## src/rtl/ppl_frame_seq.sv

```systemverilog
// ppl_frame_seq: frame sequencer owning the pipeline issue slot; PPL_SEQ_STATS_EN adds per-frame stat counters.
module ppl_frame_seq #(
  parameter int H_DISP       = 1280,
  parameter int V_DISP       = 720,
  parameter int MAX_STEPS    = 63,
  parameter int MAX_INFLIGHT = 16
) (
  input  logic               clk,
  input  logic               rst,
  input  logic               frame_start,
  input  logic [15:0]        p_pos_x,
  input  logic [15:0]        p_pos_y,
  input  logic [15:0]        p_pos_z,
  input  logic signed [15:0] p_angle_x,
  input  logic signed [15:0] p_angle_y,
  input  logic               ret_valid,
  input  logic               ret_hit,
  input  logic [19:0]        ret_pixel_addr,
  input  logic [5:0]         ret_block_cnt,
  output logic [15:0]        f_pos_x,
  output logic [15:0]        f_pos_y,
  output logic [15:0]        f_pos_z,
  output logic signed [15:0] f_angle_x,
  output logic signed [15:0] f_angle_y,
  output logic               issue_valid,
  output logic               issue_new,
  output logic [19:0]        issue_pixel_addr,
  output logic [5:0]         issue_block_cnt,
  output logic               wr_valid,
  output logic [19:0]        wr_pixel_addr,
  output logic [4:0]         inflight,
  output logic               busy,
  output logic               frame_done,
  output logic               overrun
`ifdef PPL_SEQ_STATS_EN
  ,
  output logic [31:0]        stat_cycles,
  output logic [31:0]        stat_steps
`endif
);
  localparam int NPIX = H_DISP * V_DISP;
  localparam logic [1:0] IDLE  = 2'd0;
  localparam logic [1:0] SCAN  = 2'd1;
  localparam logic [1:0] DRAIN = 2'd2;
  localparam logic [1:0] DONE  = 2'd3;
  logic [1:0]  state, nxt;
  logic [19:0] pix_cnt, fresh_addr;
  logic        ret_ok, term, recirc, start, fresh, last;
  // Returns with nothing in flight are stale rays from before a reset.
  always_comb begin
    ret_ok     = ret_valid & (inflight != 5'd0);
    term       = ret_ok & (ret_hit | (ret_block_cnt == 6'(MAX_STEPS)));
    recirc     = ret_ok & ~term;
    start      = frame_start & (state == IDLE);
    fresh      = ((state == SCAN) | start) & ~recirc & (inflight < 5'(MAX_INFLIGHT));
    fresh_addr = start ? 20'd0 : pix_cnt;
    last       = fresh & (fresh_addr == 20'(NPIX - 1));
    nxt        = last ? DRAIN :
                 start ? SCAN :
                 ((state == DRAIN) & (inflight == 5'd0) & ~ret_ok) ? DONE :
                 (state == DONE) ? IDLE : state;
  end
  always_ff @(posedge clk or posedge rst) begin
    if (rst) begin
      state            <= IDLE;
      pix_cnt          <= '0;
      f_pos_x          <= '0;
      f_pos_y          <= '0;
      f_pos_z          <= '0;
      f_angle_x        <= '0;
      f_angle_y        <= '0;
      issue_valid      <= 1'b0;
      issue_new        <= 1'b0;
      issue_pixel_addr <= '0;
      issue_block_cnt  <= '0;
      wr_valid         <= 1'b0;
      wr_pixel_addr    <= '0;
      inflight         <= '0;
      busy             <= 1'b0;
      frame_done       <= 1'b0;
      overrun          <= 1'b0;
    end else begin
      state            <= nxt;
      busy             <= (nxt == SCAN) | (nxt == DRAIN);
      frame_done       <= nxt == DONE;
      overrun          <= overrun | (frame_start & (state != IDLE));
      if (start) begin
        f_pos_x   <= p_pos_x;
        f_pos_y   <= p_pos_y;
        f_pos_z   <= p_pos_z;
        f_angle_x <= p_angle_x;
        f_angle_y <= p_angle_y;
      end
      if (start | fresh) pix_cnt <= fresh_addr + 20'(fresh);
      issue_valid      <= recirc | fresh;
      issue_new        <= fresh;
      issue_pixel_addr <= recirc ? ret_pixel_addr : fresh ? fresh_addr : 20'd0;
      issue_block_cnt  <= recirc ? ret_block_cnt : 6'd0;
      wr_valid         <= term;
      wr_pixel_addr    <= term ? ret_pixel_addr : 20'd0;
      inflight         <= inflight + 5'(fresh) - 5'(term);
    end
  end
`ifdef PPL_SEQ_STATS_EN
  always_ff @(posedge clk or posedge rst) begin
    if (rst) begin
      stat_cycles <= '0;
      stat_steps  <= '0;
    end else if (start) begin
      stat_cycles <= '0;
      stat_steps  <= '0;
    end else if (busy) begin
      stat_cycles <= stat_cycles + 32'd1;
      stat_steps  <= stat_steps + 32'(recirc);
    end
  end
`endif
endmodule
```

## config.mk

```make
export PLATFORM = sky130hd
export DESIGN_NAME = ppl_frame_seq
export DESIGN_NICKNAME = d
export VERILOG_FILES = /design/src/rtl/ppl_frame_seq.sv
export SDC_FILE = /design/constraint.sdc
export NUM_CORES = 1
export LEC_CHECK = 0
export CAP_MARGIN = 20
export CELL_PAD_IN_SITES_DETAIL_PLACEMENT = 1
export CELL_PAD_IN_SITES_GLOBAL_PLACEMENT = 2
export CORE_MARGIN = 2
export CORE_UTILIZATION = 23
export DETAILED_ROUTE_END_ITERATION = 8
export PLACE_DENSITY_LB_ADDON = 0.1
export SYNTH_ARGS = -nofsm -noshare
export SYNTH_HDL_FRONTEND = slang
export SYNTH_SLANG_ARGS = --single-unit
export TNS_END_PERCENT = 30
```

## constraint.sdc

```tcl
create_clock -name clk -period 5.25 [get_ports clk]
set_clock_uncertainty 0.2 [all_clocks]
set_input_delay 0.525 -clock clk [delete_from_list [all_inputs] [get_ports clk]]
set_output_delay 0.525 -clock clk [all_outputs]
set_load 0.02 [all_outputs]
```

==> summary.txt <==
Critical path
  • Arrival time at the worst endpoint: about 3.5 ns
  • Worst path required time: between 5 and 6 ns
  • Worst reg2reg endpoint: pix_cnt[16]$_DFFE_PP0P_
  • Reg2reg start: inflight[3]$_DFF_PP0_
  • Crit path capture: pix_cnt[16]$_DFFE_PP0P_
  • R2R cell count: 13
  • Worst path max stage delay: around 0.42 ns
  • Worst setup path start: inflight[3]$_DFF_PP0_
  • Critical path class: reg -> reg
  • Worst Setup End Kind: register
  • Max Fanout on Critical Path: 37
  • Critical Path, Cell by Cell: inv_1, ha_1, nor4b_2, nor2b_2, buf_4, a21o_1, inv_2, ha_1, ha_1, nand3_1, a2111oi_2, xnor2_1, nor2_1
  • R2R Setup Slk: 1.82 ns
  • CP Launch Type: register
  • Slowest CP cell: a2111oi_2
  • Most Frequent Cell on Critical Path: ha_1

Logic synthesis
  • Ys flop type: dfrtp_1
  • Async S/R FF share, synth: 100%
  • Syn Area/Cell: around 10 µm²
  • Yosys cell types: 47
  • Syn_nets: 778
  • EDFF count, synth: 0
  • Synthesis-stage register bit count: 159
  • Gate Count Post-Synth: around 660
  • Synthesized cell area: roughly 6400 µm²
  • Register area share after synthesis: roughly three fifths
  • Yosys warns: 0

GRT
  • Grt ovf: 0
  • First-pass GRT wire length: roughly 33 mm
  • Initial antenna violation count: 0
  • Overall routing resource usage: roughly 15%
  • Vias in the first global route: about 5900
  • Largest net degree at the start of global routing: 96

Floorplanning
  • Initial Util: 23.2%
  • Die width: between 150 and 200 µm
  • Row count: 61
  • Core Box Area: about 28000 µm²
  • Die Y: roughly 170 µm
  • DIE AREA: between 20000 and 30000 µm²
  • Num ports: about 250

Clock network
  • Num Clock Sinks: around 160
  • Clock Latency Late Sink: between 0.4 and 0.5 ns
  • Post-CTS Setup Bufs: 0
  • Root Driver: clkbuf_16
  • Clock slew at reported path FFs: about 0.08 ns
  • Num CTS Buffers: 17
  • CTS HTree Levels: 4
  • Hold-fix buffers, CTS: 0
  • CTS tree: done
  • Longest Clk Path Bufs: 2
  • Resize count post-CTS: 0

Timing
  • Tightest Pin Transition: 0.861 ns
  • Relative max-transition margin: between 40 and 50%
  • Hold Violations, Final: 0
  • Pins over their slew limit: 0
  • FMAX: between 0.2 and 0.3 GHz
  • Final Setup Violations: 0
  • Tmin final: between 3 and 4 ns
  • RSZ-0062 raised after global routing: no
  • Total negative slack: 0 ns
  • Fin crit share: between 60 and 70%
  • Final worst setup slack: roughly 1.8 ns

Cells and area
  • Finished Core Util: between 30% and 40%
  • Final instance area: about 10000 µm²
  • Synth-to-Final Area Change: 55.5%
  • Final net count: approximately 1000
  • Diode count: 0
  • Share of cells above drive strength 1: under 10%

Placed design
  • Gpl congestion: 0.708
  • Port Buffer Count: between 200 and 250
  • Detailed Place HPWL: between 10 and 15 mm
  • DP Worst Slack: ~1.4 ns
  • Cell Area, Placed: about 9300 µm²

Hold path
  • Worst min-delay path category: reg -> reg

Power and ir drop
  • Comb power frac: 25.1%
  • Switch Pwr: about 1.2 mW
  • Clock share of power: 36.1%
  • Net Sw Frac: 31.4%
  • Flop pwr share: roughly 39%
  • Power Density: around 380 nW/µm²
  • Pleak: approximately 4.6 nW
  • Cell Int Power: roughly 2.6 mW
  • Max VDD drop: between 200 and 250 µV

Drt
  • Met1 wire length: between 9 and 10 mm
  • DR iter-0 viols: between 200 and 300
  • Routed Antenna Nets: 0
  • Final wirelength: between 20 and 25 mm
  • DR top layer: met4
  • Vias per cell: between 4 and 5
  • DR WL met2: between 9 and 10 mm
  • Wire per inst: 16.3 µm
  • Met3 WL: between 1.5 and 2 mm
  • DR DRC count: 0
  • First drt pass iteration count: 4
  • DR vias: between 5000 and 6000

Job
  • Max Cap Viol: 0

Run status
  • Outcome: complete, no violations
==> registers in the layout, indices dropped and copies added (netlist names), 2 cells and up <==
signal / flops
inflight: 5
pix_cnt: 20
wr_pixel_addr: 20
f_pos_z: 16
state: 2
f_angle_x: 16
f_pos_x: 16
issue_pixel_addr: 20
f_pos_y: 16
f_angle_y: 16
issue_block_cnt: 6
==> critical path, delay by kind of cell, from the launching register on <==
kind                     cells  cell delay, ns
XOR/XNOR                     1            0.17
flip-flops                   1            0.41
buffers and inverters        3            0.45
AO/OA/AOI/OAI                2            0.67
adder cells (fa/ha/maj)      3            0.57
AND/OR/NAND/NOR              4            0.81
==> cell usage after synthesis, types with 4 or more instances <==
cell / n / area, µm²
a2111oi_2: 4 / 60.1
a21oi_1: 5 / 25.0
and3_1: 27 / 169
clkbuf_1: 31 / 116
dfrtp_1: 159 / 3980
ha_1: 9 / 113
inv_1: 8 / 30.0
nand2_1: 294 / 1100
nand3_1: 6 / 30.0
nand4_1: 7 / 43.8
nor2_1: 19 / 71.3
o21ai_0: 22 / 110
xnor2_1: 14 / 123
==> through the flow <==
stage | instances | power [mW] | hold WS (ns)
detailed placement | 1254 | 2.47 | 0.263
global route | 1288 | 4.02 | 0.305
floorplan | 657 | 1.96 | 0.273
finish | 1288 | 3.80 | 0.276
CTS | 1286 | 3.88 | 0.281
global placement | 1254 | 2.45 | 0.257
==> how the worst min path moves through the flow <==
stage | cells after the start | slack [ns] | to | startpoint
global placement | 2 | 0.26 | f_pos_y[1]$_DFFE_PP0P_ | f_pos_y[1]$_DFFE_PP0P_
finish | 2 | 0.28 | f_angle_x[0]$_DFFE_PP0P_ | f_angle_x[0]$_DFFE_PP0P_
global route | 2 | 0.30 | f_pos_z[11]$_DFFE_PP0P_ | f_pos_z[11]$_DFFE_PP0P_
CTS | 2 | 0.28 | f_angle_y[2]$_DFFE_PP0P_ | f_angle_y[2]$_DFFE_PP0P_
detailed placement | 2 | 0.26 | f_angle_x[0]$_DFFE_PP0P_ | f_angle_x[0]$_DFFE_PP0P_
floorplan | 1 | 0.27 | pix_cnt[10]$_DFFE_PP0P_ | pix_cnt[10]$_DFFE_PP0P_
==> cells by family after synthesis <==
logic type,synth area share (%)
and+or+nand+nor,24.6
AOI/OAI and AO/OA,5.57
DFF,62.0
xor gates and xnor gates,2.18
buffers and inverters,2.73
muxes,0.838
adders and majority gates,2.07
==> power groups by stage <==
stage	clock network, mW	logic, mW	registers, mW
finish	1.37	0.955	1.48
global route	1.48	1.04	1.50
CTS	1.43	0.977	1.48
detailed placement	0	0.972	1.50
global placement	0	0.950	1.50
floorplan	0	0.316	1.65
==> final cells by class <==
cell class | instances | area (µm²)
clock buffers | 17 | 425
clock inverters | 15 | 214
fillers | 3135 | 17600
inverters | 9 | 38.8
multi-input cells | 454 | 2280
flip-flops and latches | 159 | 3980
well taps | 378 | 473
repair buffers | 256 | 2570
==> layout by cell type, fill, tap and decap left out, types with 3 or more instances in the layout <==
master           Yosys  final
inv_1                8      7
clkdlybuf4s50_1      0    247
mux2_2               3      3
and2_1               3      3
inv_6                0      8
nor2_1              19     18
and3_1              27     27
a21o_1               3      3
nand2_1            294    293
o21ai_0             22     22
a2111oi_2            4      4
bufinv_16            0      3
clkbuf_16            0     17
buf_4                0      7
a21oi_1              5      5
xnor2_1             14     14
ha_1                 9      9
a211oi_1             3      3
nand3_1              6      6
dfrtp_1            159    159
or3_1                3      3
nand4_1              7      7
==> metal layers <==
metal	GRT usage, %	up-vias
met5	0	-
met4	4.83	0
met3	5.30	16
met2	23.3	166
met1	18.1	2707
li1	-	2587
Note: power is estimated with default switching activity, not from simulation.
